<file path="config.mk">
export PLATFORM = sky130hd
export DESIGN_NAME = piso_serializer_flat
export DESIGN_NICKNAME = d
export VERILOG_FILES = /design/src/rtl/piso_serializer_if.sv /design/src/rtl/piso_serializer.sv /design/src/flat_wrapper.sv
export SDC_FILE = /design/constraint.sdc
export NUM_CORES = 1
export LEC_CHECK = 0
export CORE_MARGIN = 4
export CORE_UTILIZATION = 25
export CTS_CLUSTER_DIAMETER = 60
export DETAILED_ROUTE_END_ITERATION = 10
export GPL_TIMING_DRIVEN = 0
export SYNTH_ARGS = -nofsm -noshare
export SYNTH_HDL_FRONTEND = slang
export SYNTH_SLANG_ARGS = --single-unit
</file>
<file path="constraint.sdc">
create_clock -name clk -period 1.55 [get_ports clk]
set_clock_uncertainty 0.1 [all_clocks]
set_input_delay 0.2325 -clock clk [delete_from_list [all_inputs] [get_ports clk]]
set_output_delay 0.2325 -clock clk [all_outputs]
set_load 0.05 [all_outputs]
</file>
<file path="src/rtl/piso_serializer_if.sv">
// Handshake and serial-line bundle for the parallel-in serial-out transmitter.
// master = upstream word source / link observer, slave = serializer.
interface piso_serializer_if #(
  parameter int WIDTH = 4
);
  logic [WIDTH-1:0] din;
  logic             load_valid;
  logic             load_ready;
  logic             bit_en;
  logic             sout;
  logic             sout_valid;
  logic             frame_start;
  logic             word_done;

  modport master (
    output din, load_valid, bit_en,
    input  load_ready, sout, sout_valid, frame_start, word_done
  );

  modport slave (
    input  din, load_valid, bit_en,
    output load_ready, sout, sout_valid, frame_start, word_done
  );
endinterface

</file>
<file path="src/rtl/piso_serializer.sv">
// Parallel-in serial-out transmitter: valid/ready word load, bit_en-paced shift-out,
// with a first-bit marker and a one-cycle completion pulse per word.
module piso_serializer #(
  parameter int WIDTH     = 4,
  parameter bit MSB_FIRST = 1'b1
) (
  input  logic        clk,
  input  logic        reset,
  piso_serializer_if.slave bus
);
  localparam int CW = $clog2(WIDTH);

  typedef enum logic {IDLE, SHIFT} state_t;

  state_t           r_state;
  logic [WIDTH-1:0] r_shift;
  logic [CW-1:0]    r_count;
  logic             r_sout;
  logic             r_sout_valid;
  logic             r_frame_start;
  logic             r_word_done;

  logic             w_last;
  logic             w_load_ready;
  logic             w_accept;
  logic [WIDTH-1:0] w_shifted;

  // Bit that sits at the output end of a word for the configured shift order.
  function automatic logic head_bit(input logic [WIDTH-1:0] word);
    return MSB_FIRST ? word[WIDTH-1] : word[0];
  endfunction

  assign w_last       = (r_state == SHIFT) && (r_count == '0) && bus.bit_en;
  assign w_load_ready = !reset && ((r_state == IDLE) || w_last);
  assign w_accept     = bus.load_valid && w_load_ready;
  assign w_shifted    = MSB_FIRST ? {r_shift[WIDTH-2:0], 1'b0}
                                  : {1'b0, r_shift[WIDTH-1:1]};

  always_ff @(posedge clk) begin
    if (reset) begin
      r_state       <= IDLE;
      r_shift       <= '0;
      r_count       <= '0;
      r_sout        <= 1'b0;
      r_sout_valid  <= 1'b0;
      r_frame_start <= 1'b0;
      r_word_done   <= 1'b0;
    end else begin
      // NOTE: non-blocking assignments so every register sees pre-edge values;
      // the default below makes word_done a pulse without a separate clear path.
      r_word_done <= 1'b0;
      unique case (r_state)
        IDLE: begin
          if (w_accept) begin
            r_state       <= SHIFT;
            r_shift       <= bus.din;
            r_count       <= CW'(WIDTH - 1);
            r_sout        <= head_bit(bus.din);
            r_sout_valid  <= 1'b1;
            r_frame_start <= 1'b1;
          end
        end
        SHIFT: begin
          if (bus.bit_en) begin
            if (r_count != '0) begin
              r_shift       <= w_shifted;
              r_count       <= r_count - 1'b1;
              r_sout        <= head_bit(w_shifted);
              r_frame_start <= 1'b0;
            end else begin
              r_word_done <= 1'b1;
              if (w_accept) begin
                // Back-to-back reload keeps the line busy with no idle gap.
                r_shift       <= bus.din;
                r_count       <= CW'(WIDTH - 1);
                r_sout        <= head_bit(bus.din);
                r_frame_start <= 1'b1;
              end else begin
                r_state       <= IDLE;
                r_shift       <= '0;
                r_sout        <= 1'b0;
                r_sout_valid  <= 1'b0;
                r_frame_start <= 1'b0;
              end
            end
          end
        end
        default: r_state <= IDLE;
      endcase
    end
  end

  assign bus.load_ready  = w_load_ready;
  assign bus.sout        = r_sout;
  assign bus.sout_valid  = r_sout_valid;
  assign bus.frame_start = r_frame_start;
  assign bus.word_done   = r_word_done;
endmodule

</file>
<file path="src/flat_wrapper.sv">
// flat-port wrapper written by rule: the top's interface ports become plain ports
module piso_serializer_flat 
#(
  parameter int WIDTH     = 4,
  parameter bit MSB_FIRST = 1'b1
)
  (clk, reset, bus_din, bus_load_valid, bus_bit_en, bus_load_ready, bus_sout, bus_sout_valid, bus_frame_start, bus_word_done);
  piso_serializer_if #(.WIDTH(WIDTH)) bus_i ();
  input  logic clk;
  input  logic reset;
  input wire logic [$bits(bus_i.din)-1:0] bus_din;
  input wire logic [$bits(bus_i.load_valid)-1:0] bus_load_valid;
  input wire logic [$bits(bus_i.bit_en)-1:0] bus_bit_en;
  output wire logic [$bits(bus_i.load_ready)-1:0] bus_load_ready;
  output wire logic [$bits(bus_i.sout)-1:0] bus_sout;
  output wire logic [$bits(bus_i.sout_valid)-1:0] bus_sout_valid;
  output wire logic [$bits(bus_i.frame_start)-1:0] bus_frame_start;
  output wire logic [$bits(bus_i.word_done)-1:0] bus_word_done;
  assign bus_i.din = bus_din;
  assign bus_i.load_valid = bus_load_valid;
  assign bus_i.bit_en = bus_bit_en;
  assign bus_load_ready = bus_i.load_ready;
  assign bus_sout = bus_i.sout;
  assign bus_sout_valid = bus_i.sout_valid;
  assign bus_frame_start = bus_i.frame_start;
  assign bus_word_done = bus_i.word_done;
  piso_serializer #(.WIDTH(WIDTH), .MSB_FIRST(MSB_FIRST)) u_core (.clk(clk), .reset(reset), .bus(bus_i));
endmodule
</file>
Word-level counts from Yosys, hierarchy flattened
Cells that the tools add are included.
{"block": "classes", "bitwise_logic": 2, "mux": 27, "eq_ne": 4, "reduce_logical": 11, "add_sub_neg": 1}
{"operator": "two-way mux 1 bit", "n": 14}
{"operator": "two-way mux 3 bit", "n": 4}
{"operator": "one-hot mux 1 bit (2 select lines)", "n": 4}
{"operator": "two-way mux 2 bit", "n": 3}
{"operator": "!= test 2 bit (second input constant)", "n": 3}
{"operator": "one-hot mux 3 bit (2 select lines)", "n": 1}
{"operator": "logical AND 1 bit", "n": 4}
{"operator": "one-hot mux 2 bit (2 select lines)", "n": 1}
{"operator": "AND reduction 4 bit", "n": 1}
{"operator": "OR reduction 3 bit", "n": 1}
{"operator": "zero test 2 bit", "n": 1}
{"operator": "!= test 2 x 1 -> 1 bit (second input constant)", "n": 1}
{"operator": "inverter 1 bit", "n": 2}
{"operator": "AND reduction 2 bit", "n": 1}
{"operator": "nonzero test 2 bit", "n": 1}
{"operator": "subtractor 2 x 1 -> 2 bit (second input constant)", "n": 1}
{"operator": "zero test 1 bit", "n": 1}
{"operator": "logical OR 1 bit", "n": 1}
{"block": "word_totals", "reg_bits": 10, "elab_cells": 52, "input_bits": 8, "output_inout_bits": 5}

Logic depth before layout (Yosys ltp)
{"block": "logic_depth", "depth_word": 10, "depth_mapped": 3, "ltp_nobuf": 3}

Worst setup path after synthesis
OpenSTA, ideal clock, no wires.
{"block": "synth_timing", "kind": "reg-to-output", "start": "register u_core.r_count[1]", "end": "output bus_load_ready", "slack_ns": -0.307, "n_path_buf": 0, "path_stages_with_launch": 3, "arrival_ns": 1.525, "required_time_ns": 1.217, "cell_sequence": "dfxtp_1 > or3b_1 > a21oi_1"}
{"block": "synth_between", "elab_chain_cells": 5}
{"item": "start: declaration", "line_no": "piso_serializer.sv:17", "rtl": "logic [CW-1:0] r_count;"}
{"item": "start signal: assignment", "line_no": "piso_serializer.sv:57", "rtl": "r_count <= CW'(WIDTH - 1);"}
{"item": "start signal: assignment", "line_no": "piso_serializer.sv:67", "rtl": "r_count <= r_count - 1'b1;"}
{"item": "start signal: assignment", "line_no": "piso_serializer.sv:75", "rtl": "r_count <= CW'(WIDTH - 1);"}
{"item": "zero test 2 bit", "line_no": "piso_serializer.sv:33", "rtl": "assign w_last = (r_state == SHIFT) && (r_count == '0) && bus.bit_en;"}
{"item": "logical AND 1 bit (2 in a row)", "line_no": "piso_serializer.sv:33"}
{"item": "logical OR 1 bit", "line_no": "piso_serializer.sv:34", "rtl": "assign w_load_ready = !reset && ((r_state == IDLE) || w_last);"}
{"item": "logical AND 1 bit", "line_no": "piso_serializer.sv:34"}
{"item": "end: declaration", "line_no": "flat_wrapper.sv:14", "rtl": "output wire logic [$bits(bus_i.load_ready)-1:0] bus_load_ready;"}
Every way passes these cells.

Worst setup path in the final report
{"block": "layout_timing", "start": "register u_core.r_count[0]", "end": "output bus_load_ready"}
Same word-level chain as after synthesis.

==> metrics.txt <==
outcome complete, but fails checks; failing checks negative setup slack; fin cells 93; Critical Path Fanout Max 5; XOR/XNOR Fraction of Synth Area 0%; CTS root buf clkbuf_4; CTS sink count 10; CP Capture Type output pin; Die Height 51.3 um; asr flop ratio synth 0%; Starting Density 26.9%; maximum vdd drop 510 uV; # rows 15; post-synthesis mux area share 0%; synth warn 0; Period Utilization, post-route 107%; Required @ worst endpoint 1.22 ns; clock latency on the worst-skew pair 0.27 ns; Power Dens Cells 956 nW/um^2; flops & latches, synth 10; Synth area leaders dfxtp_1, a211oi_1, a21oi_1, a32oi_1, nor3_1; Slew HR 67.8%; first-pass GRT wire length 2060 um; pre-CTS WS -1.06 ns; Synth Area in Simple Gates 25.9%; Seq/Total Area, Yosys 42.7%; crit path launch type register; Iter 0 DRT Violations 14; GR Util met1 15.0%; Synth Cell Area 469 um^2; die width 51.3 um; hold slack 0.379 ns; worst-margin pin slew 0.485 ns; Placer Congestion 0.849; final setup violation count 1; Synth Area in Adders 0%; core area 1750 um^2; worst min-delay path class reg2reg; max-slew violation count 0; initial antenna violation count 0; hold_buf cts 0; mean routed wirelength per cell 13.0 um; pin count of the biggest net entering global routing 11; gr usage total 11.4%; final net count 78; Inst Count DP 88; Synth top area share 42.7%; DIE AREA 2630 um^2; WL final 1210 um; Num CTS Buffers 3; Remaining DRCs 0; grt peak-use layer met1; gr ovfl total 0; vias after detailed routing 466; Max Cap Viol 0; final hold violation count 0; Post-synth top cells dfxtp_1, a211oi_1, a21oi_1; post-route ant nets 0; Via density 5.01; share of post-route cells with drive strength above 1 25.0%; RSZ-0062 raised after global routing yes; Max clock buf depth 2; distinct cell type count after synthesis 25; Area Overhead vs Synth 44.3%; largest family of logic cells by synthesized area compound AO/OA/AOI/OAI gates; ANT cells 0; worst setup margin -0.108 ns; # H-tree levels 1; worst endpoint data arrival time 1.33 ns; count leader, synth dfxtp_1; minimum clock period 1.66 ns; Avg Cell Area, Syn 9.20 um^2; Top Ports 13; DRT Pass-1 Iters 4; area leader, netlist dfxtp_1; Synth Area in Compound Gates 28.8%; PortBufs 12; Top FF cell, synth dfxtp_1; Post-synth EDFFs 0; Static Leak 0.000257 uW; met3 usage in global routing 6.41%; fmax 603 MHz; DP HPWL 834 um; Crit Path Category reg2out; clock-pin slew of the registers on the worst-case setup and hold paths 0.06 ns; Fin Setup TNS -0.108 ns; TritonCTS clock tree done; Mapped Cells 51; syn nets 59; vias in the first global route 425; met2 usage 13.9%
per-stage QoR:
step                      util, %  total power (uW)  area, um^2
final                        38.8               647         677
after detailed placement     36.2               468         632
after global routing         38.8               688         677
after floorplan                 -               407         480
after global placement       36.2               466         632
after CTS                    37.6               649         656
repair_timing:
item                       4_1_cts  5_1_grt
setup buffers                    0        2
setup endpoints to repair        5        1
pin swaps                        0        2
cloned                           0        0
gates resized for setup         16        3
cells in the final DEF (no fill, tap or decap), types with 2 or more instances in the layout:
master | Yosys | layout
nand2b_1 | 2 | 2
or3b_4 | 1 | 2
dlygate4sd2_1 | 0 | 4
nor2_1 | 3 | 3
clkdlybuf4s50_1 | 0 | 6
dfxtp_1 | 10 | 8
buf_4 | 0 | 2
nor3_1 | 3 | 3
a21oi_1 | 4 | 3
a32oi_1 | 2 | 2
nand3_1 | 2 | 2
o21ai_1 | 3 | 3
clkbuf_4 | 0 | 3
dfxtp_4 | 0 | 2
a211oi_1 | 6 | 6
critical path: stages (launching register included):
cell and delay (ns):
dfxtp_4 0.35, or3b_4 0.41, a21oi_4 0.13, buf_6 0.17
power breakdown:
part | internal (uW) | switching, uW | total (uW)
clock | 89.9 | 89.7 | 180
combinational | 72.9 | 99.2 | 172
sequential | 279 | 15.8 | 295
state kept, by name, indices dropped and copies added, names as in the netlist:
signal,flops
u_core.bus.sout_valid,1
u_core.bus.frame_start,1
u_core.r_count,2
u_core.bus.sout,1
u_core.r_state,1
u_core.bus.word_done,1
u_core.r_shift,3
worst paths after layout:
check,slack [ns],start,depth (start not counted),endpoint
worst max-delay path,-0.11,u_core.r_count[0]$_SDFFE_PP0P_,3,bus_load_ready
worst min-delay path,0.38,u_core.r_shift[0]$_SDFFE_PP0P_,2,u_core.r_shift[0]$_SDFFE_PP0P_
worst max register to register,0.28,u_core.r_count[0]$_SDFFE_PP0P_,4,u_core.r_shift[2]$_SDFFE_PP0P_
worst min register to register,0.38,u_core.r_shift[0]$_SDFFE_PP0P_,2,u_core.r_shift[0]$_SDFFE_PP0P_
metal layers:
metal	wire, um	up-vias
met5	0	-
met4	24	0
met3	122	4
met2	474	12
met1	588	215
li1	-	235
kinds of logic after synthesis:
kind of cell,after synthesis
buf+inv,3
simple gates,18
flops,10
compound gates,20
area by class of cell:
class                           instances  area [um^2]
Inverter                                1         3.75
Buffer                                  2         10.0
Sequential cell                        10          208
Multi-Input combinational cell         38          270
Fill cell                             180         1070
Clock buffer                            3         22.5
Timing Repair Buffer                   14          131
Tap cell                               25         31.3
Power figures use the tool's default switching activity.
